$ cat config.mk
export PLATFORM = sky130hd
export DESIGN_NAME = recursive_prop_monitor
export DESIGN_NICKNAME = d
export VERILOG_FILES = /design/src/rtl/rpm_pkg.sv /design/src/rtl/rpm_sat_cnt.sv /design/src/rtl/recursive_prop_monitor.sv
export SDC_FILE = /design/constraint.sdc
export NUM_CORES = 1
export LEC_CHECK = 0
export CORE_MARGIN = 1.5
export CORE_UTILIZATION = 51
export CTS_CLUSTER_SIZE = 25
export DETAILED_ROUTE_END_ITERATION = 10
export GPL_TIMING_DRIVEN = 1
export PLACE_DENSITY = 0.85
export SLEW_MARGIN = 5
export SYNTH_ARGS = -nofsm -noshare
export SYNTH_HDL_FRONTEND = slang
export SYNTH_SLANG_ARGS = --single-unit
$ cat constraint.sdc
create_clock -name clk -period 2.8 [get_ports clk]
set_input_delay 0.7 -clock clk [delete_from_list [all_inputs] [get_ports clk]]
set_output_delay 0.7 -clock clk [all_outputs]
set_load 0.02 [all_outputs]
$ cat src/rtl/rpm_pkg.sv
// Shared types and defaults for the recursive-property monitor.
// Cover counters are built only when RPM_COVER_EN is defined.
package rpm_pkg;

  typedef enum logic {ALW_IDLE, ALW_ARMED} alw_state_t;
  typedef enum logic {WU_IDLE, WU_ACTIVE} wu_state_t;

  localparam int RPM_CNT_W = 8;

endpackage

$ cat src/rtl/rpm_sat_cnt.sv
// Saturating up-counter with synchronous reset and clear.
// Clear outranks increment, so an event on the clear edge is dropped.
module rpm_sat_cnt #(
  parameter int W = 8
) (
  input  logic         clk,
  input  logic         rst,
  input  logic         clr,
  input  logic         inc,
  output logic [W-1:0] cnt
);

  always_ff @(posedge clk) begin
    if (rst || clr) begin
      cnt <= '0;
    end else if (inc && (cnt != {W{1'b1}})) begin
      cnt <= cnt + W'(1);
    end
  end

endmodule

$ cat src/rtl/recursive_prop_monitor.sv
// Run-time monitor for always-after-trigger, weak-until-after-trigger and
// two-phase obligations. RPM_COVER_EN adds three cover counter ports.
module recursive_prop_monitor
  import rpm_pkg::*;
#(
  parameter int CNT_W = RPM_CNT_W
) (
  input  logic             clk,
  input  logic             rst,
  input  logic             clr,
  input  logic             s,
  input  logic             p,
  input  logic             q,
  input  logic             s1,
  input  logic             s2,
  input  logic             phase1_prop,
  input  logic             phase2_prop,
  output logic             fail_alw,
  output logic             fail_wu,
  output logic             fail_ph,
  output logic             sticky_alw,
  output logic             sticky_wu,
  output logic             sticky_ph,
  output logic [CNT_W-1:0] cnt_alw,
  output logic [CNT_W-1:0] cnt_wu,
  output logic [CNT_W-1:0] cnt_ph
`ifdef RPM_COVER_EN
  ,
  output logic [CNT_W-1:0] cov_alw_trig,
  output logic [CNT_W-1:0] cov_wu_dis,
  output logic [CNT_W-1:0] cov_ph_chain
`endif
);

  alw_state_t alw_state_reg;
  wu_state_t  wu_state_reg;
  logic       pend2_reg;
  logic       pend2_next;

  logic       fail_alw_reg, fail_wu_reg, fail_ph_reg;
  logic       sticky_alw_reg, sticky_wu_reg, sticky_ph_reg;

  logic       alw_fail_now, wu_fail_now, wu_dis_now, ph_fail_now;

  // Failure conditions evaluated from current state and sampled operands.
  assign alw_fail_now = (alw_state_reg == ALW_ARMED) && !p;
  assign wu_dis_now   = (wu_state_reg == WU_ACTIVE) && q;
  assign wu_fail_now  = (wu_state_reg == WU_ACTIVE) && !q && !p;
  assign ph_fail_now  = (s1 && !phase1_prop) || (pend2_reg && s2 && !phase2_prop);
  assign pend2_next   = s1 && phase1_prop;

  always_ff @(posedge clk) begin
    if (rst) begin
      alw_state_reg  <= ALW_IDLE;
      wu_state_reg   <= WU_IDLE;
      pend2_reg      <= 1'b0;
      fail_alw_reg   <= 1'b0;
      fail_wu_reg    <= 1'b0;
      fail_ph_reg    <= 1'b0;
      sticky_alw_reg <= 1'b0;
      sticky_wu_reg  <= 1'b0;
      sticky_ph_reg  <= 1'b0;
    end else begin
      case (alw_state_reg)
        ALW_IDLE:  if (s) alw_state_reg <= ALW_ARMED;
        ALW_ARMED: if (!p) alw_state_reg <= s ? ALW_ARMED : ALW_IDLE;
        default:   alw_state_reg <= ALW_IDLE;
      endcase

      // q outranks p; a discharge or failure may re-arm on the same edge.
      case (wu_state_reg)
        WU_IDLE:   if (s) wu_state_reg <= WU_ACTIVE;
        WU_ACTIVE: if (q || !p) wu_state_reg <= s ? WU_ACTIVE : WU_IDLE;
        default:   wu_state_reg <= WU_IDLE;
      endcase

      pend2_reg    <= pend2_next;
      fail_alw_reg <= alw_fail_now;
      fail_wu_reg  <= wu_fail_now;
      fail_ph_reg  <= ph_fail_now;

      if (clr) begin
        sticky_alw_reg <= 1'b0;
        sticky_wu_reg  <= 1'b0;
        sticky_ph_reg  <= 1'b0;
      end else begin
        sticky_alw_reg <= sticky_alw_reg | alw_fail_now;
        sticky_wu_reg  <= sticky_wu_reg  | wu_fail_now;
        sticky_ph_reg  <= sticky_ph_reg  | ph_fail_now;
      end
    end
  end

  assign fail_alw   = fail_alw_reg;
  assign fail_wu    = fail_wu_reg;
  assign fail_ph    = fail_ph_reg;
  assign sticky_alw = sticky_alw_reg;
  assign sticky_wu  = sticky_wu_reg;
  assign sticky_ph  = sticky_ph_reg;

  logic [2:0]       viol_inc;
  logic [CNT_W-1:0] viol_cnt [3];

  assign viol_inc = {ph_fail_now, wu_fail_now, alw_fail_now};

  genvar gi;
  generate
    for (gi = 0; gi < 3; gi++) begin : g_viol_cnt
      rpm_sat_cnt #(.W(CNT_W)) u_cnt (
        .clk (clk),
        .rst (rst),
        .clr (clr),
        .inc (viol_inc[gi]),
        .cnt (viol_cnt[gi])
      );
    end
  endgenerate

  assign cnt_alw = viol_cnt[0];
  assign cnt_wu  = viol_cnt[1];
  assign cnt_ph  = viol_cnt[2];

`ifdef RPM_COVER_EN
  logic [2:0]       cov_inc;
  logic [CNT_W-1:0] cov_cnt [3];

  assign cov_inc = {pend2_next && !pend2_reg,
                    wu_dis_now,
                    (alw_state_reg == ALW_IDLE) && s};

  generate
    for (gi = 0; gi < 3; gi++) begin : g_cov_cnt
      rpm_sat_cnt #(.W(CNT_W)) u_cov (
        .clk (clk),
        .rst (rst),
        .clr (clr),
        .inc (cov_inc[gi]),
        .cnt (cov_cnt[gi])
      );
    end
  endgenerate

  assign cov_alw_trig = cov_cnt[0];
  assign cov_wu_dis   = cov_cnt[1];
  assign cov_ph_chain = cov_cnt[2];
`else
  // Discharges only feed the cover counters; keep the net referenced.
  logic unused_wu_dis;
  assign unused_wu_dis = wu_dis_now;
`endif

endmodule
# After elaboration in Yosys (flattened, before gate mapping)
# Cells that the tools add are included.
# word_totals
regBits	33
inputBits	10
out_inout_bits	30
wordCells	46
# classes
add_sub_neg	3
eq_ne	3
muxes	5
bitwise_logic	5
n_reduce_logical	18
# op_table
op	count
adder 8 x 1 -> 8 bit, second input constant	3
inequality test 8 bit, second input constant	3
logical AND 1 bit	10
logical NOT 1 bit	4
case mux 1 bit (2 select lines)	2
logical OR 1 bit	3
2-to-1 mux 1 bit	3
bitwise OR 1 bit	3
inverter 1 bit	2
OR reduction 2 bit	1

# Depth between registers and ports, before layout
# logic_depth
ltp_word	4
mapped_depth	5
mapped_depth_nobuf	5

# Modules after synthesis
# Synthesis repeated with hierarchy kept, for this count alone.
# unflattened
cells_unflattened	173
area_unflattened_um2	1592.8
# by_module_without_submodules
mod	n_inst	cells_each	area_each_um2
rpm_sat_cnt	3	48	421.7
recursive_prop_monitor	1	29	327.8

# Worst setup path before layout
# Ideal clock, no wire load.
# synth_path
path_type	input port to flip-flop
startpoint	input p
endpoint	register g_viol_cnt[1].u_cnt.cnt[7]
setup_time_ps	115
t_arrival_ps	1700
required_ps	2685
path_slack_ps	985
path_stages	5
path_buffers	1
path_cell_list	or3b_1 buf_6 nor4_4 and3_1 nor3_2
# synth_between
elab_chain_cells	3
# synth_rtl
item	line	rtl
start: declaration	recursive_prop_monitor.sv:12	input logic p,
logical NOT 1 bit	recursive_prop_monitor.sv:48	assign wu_fail_now = (wu_state_reg == WU_ACTIVE) && !q && !p;
logical AND 1 bit	recursive_prop_monitor.sv:48	
logical AND 1 bit	rpm_sat_cnt.sv:16	end else if (inc && (cnt != {W{1'b1}})) begin
end signal: assignment	rpm_sat_cnt.sv:17	cnt <= cnt + W'(1);
end: declaration	rpm_sat_cnt.sv:10	output logic [W-1:0] cnt
# Every way passes these cells.
# A chain may end at the register's enable or synchronous reset.

# Final worst setup path
# layout_path
startpoint	register g_viol_cnt[1].u_cnt.cnt[6]
endpoint	output cnt_wu[6]
# layout_lines
item	line	rtl
end: declaration	recursive_prop_monitor.sv:25	output logic [CNT_W-1:0] cnt_wu,
# No word-level cell between the ends.

==> impl_metrics.yaml <==
worst_setup_path:
  crit_chain: "clkdlybuf4s50_1"
  cp_slowest_cell: "clkdlybuf4s50_1"
  end_kind: "output pin"
  rr_startpoint: "g_viol_cnt[1].u_cnt.cnt[0]"
  crit_family: "buffers and inverters"
  arrival_ns: 1.44
  r2r_end: "g_viol_cnt[1].u_cnt.cnt[0]"
  r2r_setup_slack_ns: 1.19
  start_kind: "register"
  worstRegToRegCells: 5
  critPathBufInv: 1
  slowest_delay_ns: 0.65
  required_ns: 2.10
  crit_type: "register to output pin"
  cp_max_fo: 6
logic_synthesis:
  synth_mux_area_share_pct: 1.36
  ys_ff_latch: 33
  synth_flop_cell: "dfxtp_1"
  syn-num-nets: 186
  synth_cell_types: 38
  postSynthAreaPerCell_sq_um: 8.49
  synth_top_family_by_area: "simple AND/OR/NAND/NOR gates"
  syn-instance-count: 173
  yosys-top-cells-area: "dfxtp_1 (45%), nor2_1 (7.2%), nor3_1 (4.4%), nand3_1 (3.7%), a31oi_1 (3.4%)"
  netlist_area_sq_um: 1470
  synth-edff-count: 0
  synth_top_area_share_pct: 45.0
  async_flop_share_pct: 0
  synthAdderAreaFrac_pct: 2.56
  seq_area_frac_synth_pct: 45.0
  yosys.area_share.xor_xnor_pct: 1.79
  synth_largest_area_cell: "dfxtp_1"
  ys.warnings.count: 0
  synth-simple-area-share_pct: 31.3
  synth_compound_area_share_pct: 14.7
timing:
  setup_tns_ns: 0
  tightestPinTransition_ns: 0.605
  timing_hold_violations_final: 0
  period_needed_ns: 2.14
  rsz0062_at_grt: "no"
  period_share_pct: 76.4
  finalSetupViolCount: 0
  clock_skew_ns: 0.0175
  drv_slew: 0
  fmax_mhz: 468
  relSlewSlack_pct: 59.5
power_and_ir_drop:
  power.total_uw: 813
  switching_share_pct: 23.6
  irDropWorstVdd_v: 0.000371
  internal_power_uw: 621
  p_comb_share_pct: 7.4
  clock_power_share_pct: 33.6
  seqPwrFrac_pct: 59.0
  p_sw_uw: 192
  leakagePower_nw: 0.661
  p_per_area_nw_per_um2: 421
placement:
  placed_area_sq_um: 1880
  dpl.cell_count: 239
  dp_hpwl_mm: 2.59
  routabilityCongestion: 0.881
  portBuffers: 39
drt:
  num_vias: 1478
  routedWlPerCell_um: 14.7
  drt_pass1_iterations: 4
  via_per_inst: 6.01
  ant_nets: 0
  drc: 0
  routed_wl_mm: 3.62
  drt_iter0_drc: 66
clock_network:
  cts_tree: "built"
  cts.sinks: 33
  cts_hold_buf: 0
  clock_latency_ns: 0.34
  htreeDepth: 2
  cts_setup_buffers: 0
  cts_buffer_depth: 2
  cts_buffers: 5
  path_clk_slew_ns: 0.11
  postCtsResizedCells: 0
  cts_root_buffer: "clkbuf_4"
grt:
  grt_pass1_vias: 1407
  grt-ovfl-total: 0
  antenna_found_initial: 0
  grt_pass1_wl_mm: 5.93
  grt_max_degree: 22
  grtUsageTotal_pct: 24.0
finish:
  regMostFlops: "g_viol_cnt.u_cnt.cnt"
  nNetsFinal: 228
  fin_area_sq_um: 1930
  n_antenna_cell: 0
  drive_gt1_share_pct: 6.05
  stdcell_count: 246
  synthToLayoutAreaGrowth_pct: 31.4
  largest_reg_flops: 24
floorplanning:
  start_util_pct: 53.7
  die_area_sq_um: 3210
  io_pins: 40
  num_rows: 19
  coreArea_sq_um: 2730
  die_w_um: 56.7
  fp.dieH_um: 56.7
min_path:
  hold_start: "sticky_wu"
  hold_end: "sticky_wu"
  whs_path_depth: 2
  hold_class: "register to register"
run:
  drv_cap: 0
run_status:
  outcome: "finished, final reports clean"
-- layer usage --
layer	track usage, %	vias to the layer above	part of all wire, %
met3	5.30	19	6.0
li1	-	707	-
met4	16.0	0	3.9
met2	39.2	69	50
met1	27.7	683	40
met5	0	-	0
-- kinds of logic (layout without fill, tap and decap cells) --
family / after synthesis / after routing
AO/OA/AOI/OAI: 35 / 35
XOR/XNOR: 3 / 3
adder cells (fa/ha/maj): 3 / 3
buffers and inverters: 10 / 52
flip-flops: 33 / 33
multiplexers: 2 / 2
AND/OR/NAND/NOR: 87 / 87
-- worst min-delay path, delay by kind of cell, from the launching register on --
kind,cells,cell delay [ns]
simple gates,2,0.11
flops,1,0.33
-- worst max-delay path by stage --
stage	startpoint	to	slack [ns]	cells after the start
finish	g_viol_cnt[1].u_cnt.cnt[6]	cnt_wu[6]	0.66	1
CTS	g_viol_cnt[1].u_cnt.cnt[6]	cnt_wu[6]	0.66	1
detailed placement	p	g_viol_cnt[1].u_cnt.cnt[7]	0.35	5
global route	p	g_viol_cnt[1].u_cnt.cnt[7]	0.59	5
global placement	p	g_viol_cnt[1].u_cnt.cnt[7]	0.42	5
floorplan	p	g_viol_cnt[1].u_cnt.cnt[7]	0.98	5
-- cells in the final DEF (no fill, tap or decap), types with 2 or more instances in the layout --
cell             instances
ha_1                     3
nor3_2                   3
nand2b_1                 2
a31oi_1                  8
nor3_1                  13
and3_1                   2
mux2i_1                  2
nand2_1                 11
nand3_1                 11
a21oi_1                  9
o31ai_1                  2
o21ai_0                  8
a211oi_1                 4
and4_1                   2
dfxtp_1                 33
clkbuf_4                 5
nor2_1                  28
clkdlybuf4s50_1         39
inv_1                    5
xor2_1                   3
nor2b_1                  3
-- power by group through the flow --
stage,registers (mW),logic [mW],clock network (mW)
floorplan,0.495,0.0273,0
global placement,0.490,0.0575,0
detailed placement,0.491,0.0596,0
CTS,0.480,0.0601,0.280
global route,0.481,0.0647,0.299
finish,0.480,0.0598,0.274
-- metrics by stage --
stage	hold WS (ns)	worst slack, ns	util [%]
after global routing	0.511	0.589	70.6
after CTS	0.480	0.663	70.6
after floorplan	0.468	0.985	-
after global placement	0.448	0.416	68.6
final	0.475	0.661	70.6
after detailed placement	0.457	0.348	68.6
-- Yosys cell counts (2+ instances only) --
library cell / instances
a21oi_1: 9
dfxtp_1: 33
nor2b_1: 3
nand3_1: 11
nand2b_1: 2
and4_1: 2
a211oi_1: 4
nor2_1: 28
clkbuf_1: 3
a31oi_1: 8
and3_1: 2
nor3_1: 13
mux2i_1: 2
xor2_1: 3
nor3_2: 3
o21ai_0: 8
inv_1: 5
o31ai_1: 2
ha_1: 3
nand2_1: 11
-- cell type report --
| cell class | count | area, sq um |
|---|---|---|
| inverters | 5 | 18.8 |
| fillers | 216 | 803 |
| well taps | 31 | 38.8 |
| clock buffers | 7 | 55.1 |
| flip-flops and latches | 33 | 661 |
| repair buffers | 40 | 398 |
| multi-input cells | 130 | 759 |
No activity file was read; power rests on OpenSTA's default activity.
